===== src/rtl/appmul_pkg.sv =====
// ============================================================================
// Module   : appmul_pkg
// Brief    : Shared types and constants for the approximate-multiplier controller.
// Revision : 1.0 - initial release
// ============================================================================
`default_nettype none

package appmul_pkg;

    localparam int OP_W       = 16;
    localparam int PROD_W     = 32;
    localparam int NUM_LAYERS = 4;

    localparam logic [1:0] MODE_APPROX  = 2'b00;
    localparam logic [1:0] MODE_RECOVER = 2'b01;

    typedef enum logic [1:0] {
        ST_IDLE    = 2'd0,
        ST_LAYER   = 2'd1,
        ST_RECOVER = 2'd2,
        ST_DONE    = 2'd3
    } state_t;

endpackage : appmul_pkg

`default_nettype wire


===== src/rtl/appmul_pass_timer.sv =====
// ============================================================================
// Module   : appmul_pass_timer
// Brief    : DP_LAT-cycle down-counter; strobes on the last cycle of each pass
//            and reloads itself so consecutive passes run back to back.
// Revision : 1.0 - initial release
// ============================================================================
`default_nettype none

module appmul_pass_timer #(
    parameter int DP_LAT = 2
) (
    input  logic clk,
    input  logic rst,
    input  logic i_load,
    input  logic i_en,
    output logic o_last
);

    localparam int            C_CW     = 4;
    localparam logic [C_CW-1:0] C_RELOAD = C_CW'(DP_LAT - 1);

    logic [C_CW-1:0] r_cnt;

    always_ff @(posedge clk or posedge rst) begin
        if (rst) begin
            r_cnt <= C_RELOAD;
        end else if (i_load) begin
            r_cnt <= C_RELOAD;
        end else if (i_en) begin
            if (r_cnt == '0) begin
                r_cnt <= C_RELOAD;
            end else begin
                r_cnt <= r_cnt - 1'b1;
            end
        end
    end

    assign o_last = i_en && (r_cnt == '0);

endmodule : appmul_pass_timer

`default_nettype wire


===== src/rtl/appmul_seq_ctrl.sv =====
// ============================================================================
// Module   : appmul_seq_ctrl
// Brief    : Sequences the shared reduction datapath through four layers and an
//            optional error-recovery pass, with valid/ready on both sides.
// Revision : 1.0 - initial release
// ============================================================================
`default_nettype none

module appmul_seq_ctrl #(
    parameter int DP_LAT     = 2,
    parameter int NUM_LAYERS = appmul_pkg::NUM_LAYERS,
    parameter int CNT_W      = 16
) (
    input  logic                          clk,
    input  logic                          rst,
    input  logic                          in_valid,
    output logic                          in_ready,
    input  logic [appmul_pkg::OP_W-1:0]   in_a,
    input  logic [appmul_pkg::OP_W-1:0]   in_b,
    input  logic [1:0]                    in_mode,
    output logic [appmul_pkg::OP_W-1:0]   dp_a,
    output logic [appmul_pkg::OP_W-1:0]   dp_b,
    output logic                          dp_en,
    output logic [1:0]                    dp_layer,
    output logic                          dp_rec_en,
    input  logic [appmul_pkg::PROD_W-1:0] dp_result,
    output logic                          out_valid,
    input  logic                          out_ready,
    output logic [appmul_pkg::PROD_W-1:0] out_data,
    output logic                          busy,
    output logic                          err_mode,
    output logic [CNT_W-1:0]              op_count
);

    import appmul_pkg::*;

    localparam logic [1:0] C_LAST_LAYER = 2'(NUM_LAYERS - 1);

    state_t              r_state;
    state_t              w_state_nx;
    logic                r_rec;
    logic [1:0]          r_layer;
    logic [OP_W-1:0]     r_dp_a;
    logic [OP_W-1:0]     r_dp_b;
    logic                r_dp_en;
    logic                r_dp_rec_en;
    logic                r_out_valid;
    logic [PROD_W-1:0]   r_out_data;
    logic                r_err_mode;
    logic [CNT_W-1:0]    r_op_count;

    logic w_accept;
    logic w_pass_en;
    logic w_last;
    logic w_final_layer;
    logic w_capture;
    logic w_out_hs;

    assign w_accept      = (r_state == ST_IDLE) && in_valid;
    assign w_pass_en     = (r_state == ST_LAYER) || (r_state == ST_RECOVER);
    assign w_final_layer = (r_layer == C_LAST_LAYER);
    assign w_out_hs      = (r_state == ST_DONE) && out_ready;
    // The product is taken on the last cycle of whichever pass ends the op.
    assign w_capture     = w_last && (((r_state == ST_LAYER) && w_final_layer && !r_rec)
                                      || (r_state == ST_RECOVER));

    appmul_pass_timer #(
        .DP_LAT (DP_LAT)
    ) u_timer (
        .clk    (clk),
        .rst    (rst),
        .i_load (w_accept),
        .i_en   (w_pass_en),
        .o_last (w_last)
    );

    always_ff @(posedge clk or posedge rst) begin
        if (rst) begin
            r_state <= ST_IDLE;
        end else begin
            r_state <= w_state_nx;
        end
    end

    always_comb begin
        w_state_nx = r_state;
        case (r_state)
            ST_IDLE: begin
                if (in_valid) begin
                    w_state_nx = ST_LAYER;
                end
            end
            ST_LAYER: begin
                if (w_last && w_final_layer) begin
                    w_state_nx = r_rec ? ST_RECOVER : ST_DONE;
                end
            end
            ST_RECOVER: begin
                if (w_last) begin
                    w_state_nx = ST_DONE;
                end
            end
            ST_DONE: begin
                if (out_ready) begin
                    w_state_nx = ST_IDLE;
                end
            end
            default: begin
                w_state_nx = ST_IDLE;
            end
        endcase
    end

    // Datapath controls are registered off the next state so they line up
    // with the state they belong to.
    always_ff @(posedge clk or posedge rst) begin
        if (rst) begin
            r_rec       <= 1'b0;
            r_layer     <= 2'd0;
            r_dp_a      <= '0;
            r_dp_b      <= '0;
            r_dp_en     <= 1'b0;
            r_dp_rec_en <= 1'b0;
            r_out_valid <= 1'b0;
            r_out_data  <= '0;
            r_err_mode  <= 1'b0;
            r_op_count  <= '0;
        end else begin
            r_dp_en     <= (w_state_nx == ST_LAYER) || (w_state_nx == ST_RECOVER);
            r_dp_rec_en <= (w_state_nx == ST_RECOVER);
            r_out_valid <= (w_state_nx == ST_DONE);

            if (w_accept) begin
                r_dp_a  <= in_a;
                r_dp_b  <= in_b;
                r_rec   <= (in_mode != MODE_APPROX);
                r_layer <= 2'd0;
                if (in_mode[1]) begin
                    r_err_mode <= 1'b1;
                end
            end else if ((r_state == ST_LAYER) && w_last && !w_final_layer) begin
                r_layer <= r_layer + 2'd1;
            end

            if (w_capture) begin
                r_out_data <= dp_result;
            end

            if (w_out_hs) begin
                r_op_count <= r_op_count + CNT_W'(1);
            end
        end
    end

    assign in_ready  = (r_state == ST_IDLE);
    assign busy      = (r_state != ST_IDLE);
    assign dp_a      = r_dp_a;
    assign dp_b      = r_dp_b;
    assign dp_en     = r_dp_en;
    assign dp_layer  = r_layer;
    assign dp_rec_en = r_dp_rec_en;
    assign out_valid = r_out_valid;
    assign out_data  = r_out_data;
    assign err_mode  = r_err_mode;
    assign op_count  = r_op_count;

endmodule : appmul_seq_ctrl

`default_nettype wire


===== config.mk =====
export PLATFORM = sky130hd
export DESIGN_NAME = appmul_seq_ctrl
export DESIGN_NICKNAME = d
export VERILOG_FILES = /design/src/rtl/appmul_pkg.sv /design/src/rtl/appmul_pass_timer.sv /design/src/rtl/appmul_seq_ctrl.sv
export SDC_FILE = /design/constraint.sdc
export NUM_CORES = 1
export LEC_CHECK = 0
export CAP_MARGIN = 40
export CORE_MARGIN = 4
export CORE_UTILIZATION = 30
export CTS_BUF_LIST = sky130_fd_sc_hd__clkbuf_2
export DETAILED_ROUTE_END_ITERATION = 6
export DONT_BUFFER_PORTS = 1
export PLACE_DENSITY = 0.55
export RECOVER_POWER = 50
export SETUP_SLACK_MARGIN = 0.3
export SLEW_MARGIN = 20
export SYNTH_ARGS = -nofsm -noshare
export SYNTH_HDL_FRONTEND = slang
export SYNTH_SLANG_ARGS = --single-unit

===== constraint.sdc =====
create_clock -name clk -period 3.1 [get_ports clk]
set_input_delay 0.465 -clock clk [delete_from_list [all_inputs] [get_ports clk]]
set_output_delay 0.465 -clock clk [all_outputs]
set_load 0.02 [all_outputs]

# Word level (Yosys, flattened, before mapping)
# Index checks and enable logic that the tools add are counted.
word_totals:
  wordCells: 54
  mem_bits_ro: 0
  reg_bits: 93
  inputBits: 70
  ramBits: 0
  latch_bits: 0
  n_memories: 0
  out_inout_bits: 88
op_classes:
  muxes: 11
  shift: 0
  reduce_logical: 21
  bitwise: 0
  magnitude_cmp: 0
  n_mul: 0
  n_div: 0
  add_sub_neg: 3
  eq_ne: 7
ops:
  columns: ["operator", "n"]
  rows:
  - ["$add A16 B1 Y16 const B", 1]
  - ["$mux W2", 6]
  - ["$mux W4", 3]
  - ["$eq A2 B2 Y1 const B", 5]
  - ["$logic_and A1 B1 Y1", 9]
  - ["$pmux W2 S4", 1]
  - ["$reduce_bool A2 Y1", 4]
  - ["$eq A2 B1 Y1 const B", 2]
  - ["$logic_not A4 Y1", 1]
  - ["$sub A4 B1 Y4 const B", 1]
  - ["$logic_or A1 B1 Y1", 3]
  - ["$add A2 B1 Y2 const B", 1]
  - ["$logic_not A1 Y1", 2]
  - ["$logic_not A2 Y1", 1]
  - ["$reduce_and A2 Y1", 1]
  - ["$mux W1", 1]

# Logic depth before layout (Yosys ltp)
logic_depth:
  word_depth: 8
  mapped_depth: 8
  mapped_depth_nobuf: 8

# By module
# From an unflattened synthesis, not the netlist that was laid out.
hier_totals:
  cells_unflattened: 258
  hier_area_um2: 3811.2
modules_own_cells:
  columns: ["mod", "instances", "seq_area_each_um2", "cells_per_inst", "area_per_inst_um2"]
  rows:
  - ["appmul_seq_ctrl", 1, 2227.1, 238, 3603.5]
  - ["appmul_pass_timer", 1, 101.3, 20, 207.7]

# Worst setup path before layout
# No wires, ideal clock.
synth_path:
  kind: "flip-flop to flip-flop"
  startpoint: "reg r_layer[0] (netlist: dp_layer[0])"
  endpoint: "reg r_out_valid (netlist: out_valid)"
  arrival_time_ns: 1.683
  path_stages_with_launch: 7
  setup_time_ns: 0.121
  path_buffers: 0
  required_ns: 2.979
  slack_ns: 1.295
  path_cell_list: "dfrtp_1 -> ha_1 -> and3b_1 -> o211ai_4 -> nand3_1 -> o22a_1 -> ha_1"
synth_between:
  elab_chain_cells: 5
synth_lines:
  columns: ["item", "line", "rtl"]
  rows:
  - ["start: declaration", "appmul_seq_ctrl.sv:42", "logic [1:0] r_layer;"]
  - ["start signal: assignment", "appmul_seq_ctrl.sv:142", "r_layer <= r_layer + 2'd1;"]
  - ["$eq A2 B2 Y1", "appmul_seq_ctrl.sv:61", "assign w_final_layer = (r_layer == C_LAST_LAYER);"]
  - ["$logic_and A1 B1 Y1", "appmul_seq_ctrl.sv:94", "if (w_last && w_final_layer) begin"]
  - ["$mux W2", "appmul_seq_ctrl.sv:94", null]
  - ["$pmux W2 S4", "appmul_seq_ctrl.sv:87", "case (r_state)"]
  - ["net w_state_nx[0]", "appmul_seq_ctrl.sv:40", "state_t w_state_nx;"]
  - ["$eq A2 B2 Y1", "appmul_seq_ctrl.sv:131", "r_out_valid <= (w_state_nx == ST_DONE);"]
  - ["end signal: assignment", "appmul_seq_ctrl.sv:131", null]
  - ["end: declaration", "appmul_seq_ctrl.sv:47", "logic r_out_valid;"]
# The timed path passes the listed nets, and every way through them passes these cells.
# A chain may end at the register's enable or synchronous reset.

==> impl_results.md <==
- Vertical extent of the die: 122 um
- Critical setup path kind: input pin to async pin
- Antenna Violating Nets Remaining: 0
- All-Layer GR Usage: 0.129
- Failing checks: max-capacitance violations, max-slew violations
- Hold Buf Count CTS: 68
- Total cell area at the placement stage: 4130 sq um
- PortBufs: 0
- Share of synthesized cell area in and, or, nand and nor gates: 0.162
- Maximum number of pins on one net before global-route repair: 57
- Final worst-path cycle share: 0.721
- CP peak stage delay: 1.40 ns
- Dpl cells: 500
- Worst slew margin: -0.305
- Clock insertion delay at the later pin of the skew report: 0.53 ns
- Total negative slack: 0 ns
- Final setup fails: 0
- Design area: 4850 sq um
- Gate Count Post-Synth: 331
- WHS: 0.0970 ns
- Launch point of the worst reg-to-reg path: r_state[1]
- CTS H-Tree Depth: 3
- Routed WL: 9370 um
- Clock Skew: 0.0142 ns
- Power density over the cells: 775 nW/um^2
- Area share of xor/xnor cells in the synthesized design: 0.0358
- Final worst slack: 0.866 ns
- Adder-Cell Fraction of Synth Area: 0.0319
- Final net count: 487
- Number of antenna violations at the first check in global routing: 0
- Core utilization of the finished layout: 0.382
- Area enclosed by the die boundary: 14,900 sq um
- Number of hold violations in the final report: 0
- R2r setup slk: 0.91 ns
- Data arrival, critical path: 2.56 ns
- Unrepaired setup endpoints after global routing: false
- Mean routed wirelength per cell: 16.2 um
- Element type at the critical path start: input pin
- Worst voltage drop across the vdd grid: 0.320 mV
- Type of destination of the critical path: async pin
- RR Endpoint: out_data[26]
- Synthesized cell area: 3920 sq um
- Area Growth Syn to Fin: 24.0%
- Post-synthesis mux area share: 0.129
- Detailed-route via count: 2,639
- Leakage component of the power: 2.41 nW
- CP cell instances: dlygate4sd3_1 -> clkinvlp_2 -> clkbuf_1
- Max Fanout on Critical Path: 36
- Core Footprint: 12,700 sq um
- Die Span X: 122 um
- CTS tree: built
- Main combinational cell family by area after synthesis: simple AND/OR/NAND/NOR gates
- Place WS: 0.894 ns
- Overall power: 3.76 mW
- Placement row count: 41
- Slowest stage cell, crit path: sky130_fd_sc_hd__clkbuf_1
- HPWL after detailed placement: 6140 um
- Remaining routing DRC violations: 0
- Footprint of the flip-flops and latches: 2330 sq um
- Clock transition at path regs: 0.21 ns
- Net count after synthesis: 411
- Post-route insts no fill: 579
- Global-route wire length before repair: 14,900 um
- Startpoint of the worst hold path: in_mode[1]
- Ys Warns: 0
- Number of buffers on the longest clock path: 2
- Io pins: 158
- Filler Cells Inserted: 1,275
- Drt initial violations: 84
- CP Data Required Time: 3.42 ns
- Number of max-slew violations in the final report: 37
- Layout cells sized above 1: 0.133
- Library cell used as clock root buffer: sky130_fd_sc_hd__clkbuf_2
- Post-cts resize count: 0
- Count of TritonRoute iterations in the first routing pass: 4
- Number of global-route vias before repair: 2,801
- Synthesis-stage register bit count: 93
- Multi-input gate area in the final layout: 1490 sq um
- Worst reg-to-reg path cell count: 6
- Vias per cell: 4.56
- Number of clock sinks: 93
- Measured slew at the worst slew-check pin: 1.96 ns
- Sequential fraction of the synthesis area: 0.595
- Grt ovf: 0
- FMAX: 448 MHz
- Initial core utilization: 0.308
- Post CTS Setup Buffer Count: 0
- Compound-gate portion of the synthesized area: 0.0220
- Endpoint with the worst hold slack: r_rec
- Routability Congestion: 0.722
- Count of maximum capacitance violations: 1
- Min-Delay Path Class: input pin to register
- Cts bufs inserted: 9
- Post-layout minimum cycle time: 2.23 ns
- Status: finished, violations left
- Synthesized area divided by synthesized cell count: 11.8 sq um
- Hold path depth: 2
- ANT cells: 0
- Count of unique library cells instantiated by Yosys: 34
worst max path at each step:
stage	start	end	slack [ns]	cells after the start
floorplan	dp_layer[0]	out_valid	1.30	6
global placement	dp_layer[0]	out_data[30]	0.94	5
detailed placement	r_state[0]	out_data[30]	0.89	5
CTS	r_state[0]	busy	0.79	4
global route	rst	dp_a[10]	0.54	3
finish	rst	dp_b[8]	0.87	3
Yosys cell counts, drive strengths merged:
master	n	area share
a21o	1	0.0019
a21oi	2	0.0026
a31oi	1	0.0016
and2	1	0.0016
and3	2	0.0032
and3b	2	0.0045
and4	3	0.0067
buf	6	0.012
clkbuf	5	0.0048
dfrtp	92	0.59
dfstp	1	0.0067
ha	10	0.032
inv	8	0.0077
mux2	33	0.12
mux2i	2	0.0051
nand2	106	0.10
nand2b	1	0.0016
nand3	7	0.0089
nand3b	1	0.0019
nand4	5	0.0080
nor2	12	0.012
nor2b	1	0.0016
nor3	3	0.0038
nor3b	1	0.0048
o211ai	1	0.0054
o21ai	4	0.0051
o22a	1	0.0022
o22ai	2	0.0032
or4b	1	0.0026
xnor2	10	0.022
xor2	6	0.013
layout by cell type, fill, tap and decap left out, types with 2 or more instances in the layout:
master	count
sky130_fd_sc_hd__o22ai_1	2
sky130_fd_sc_hd__and3_1	2
sky130_fd_sc_hd__dfrtp_1	92
sky130_fd_sc_hd__mux2_4	30
sky130_fd_sc_hd__inv_1	7
sky130_fd_sc_hd__a21oi_1	2
sky130_fd_sc_hd__and4_1	3
sky130_fd_sc_hd__dlygate4sd3_1	68
sky130_fd_sc_hd__clkbuf_2	11
sky130_fd_sc_hd__nand4_1	5
sky130_fd_sc_hd__xor2_1	6
sky130_fd_sc_hd__mux2_2	3
sky130_fd_sc_hd__nor2_1	12
sky130_fd_sc_hd__and3b_1	2
sky130_fd_sc_hd__nand3_1	7
sky130_fd_sc_hd__xnor2_1	10
sky130_fd_sc_hd__ha_1	10
sky130_fd_sc_hd__o21ai_0	4
sky130_fd_sc_hd__mux2i_1	2
sky130_fd_sc_hd__buf_4	6
sky130_fd_sc_hd__nand2_1	106
sky130_fd_sc_hd__nor3_1	3
layer usage:
metal  vias to the layer above  share of wire  track usage
met3                        14          0.090       0.0461
li1                       1229              -            -
met5                         -              0            0
met1                      1275           0.41        0.156
met2                       121           0.48        0.206
met4                         0          0.023       0.0616
kinds of logic (layout without fill, tap and decap cells):
kind of cell / count (synthesis) / in the layout
AO/OA/AOI/OAI: 12 / 12
XOR/XNOR: 16 / 16
adder cells (fa/ha/maj): 10 / 10
buffers and inverters: 19 / 95
flip-flops: 93 / 93
multiplexers: 35 / 35
AND/OR/NAND/NOR: 146 / 146
report_power, final:
| group | total, mW | internal (mW) | switching [mW] |
|---|---|---|---|
| combinational | 0.928 | 0.458 | 0.470 |
| sequential | 2.38 | 1.60 | 0.779 |
| clock | 0.451 | 0.0853 | 0.366 |
| total | 3.76 | 2.15 | 1.62 |
flip-flops by register name, indices dropped and copies added (netlist names):
| signal | count |
|---|---|
| dp_a | 16 |
| dp_b | 16 |
| dp_en | 1 |
| dp_layer | 2 |
| dp_rec_en | 1 |
| err_mode | 1 |
| op_count | 16 |
| out_data | 32 |
| out_valid | 1 |
| r_rec | 1 |
| r_state | 2 |
| u_timer.r_cnt | 4 |
critical path, delay by kind of cell:
family	cells	cell delay (ns)
buffers and inverters	3	2.07
area by class of cell:
class | count | share of cell area
clock buffers | 10 | 0.0103
clock inverters | 1 | 0.000773
inverters | 8 | 0.00644
multi-input cells | 219 | 0.307
flip-flops and latches | 93 | 0.480
well taps | 172 | 0.0443
repair buffers | 76 | 0.151
Power figures use the tool's default switching activity.
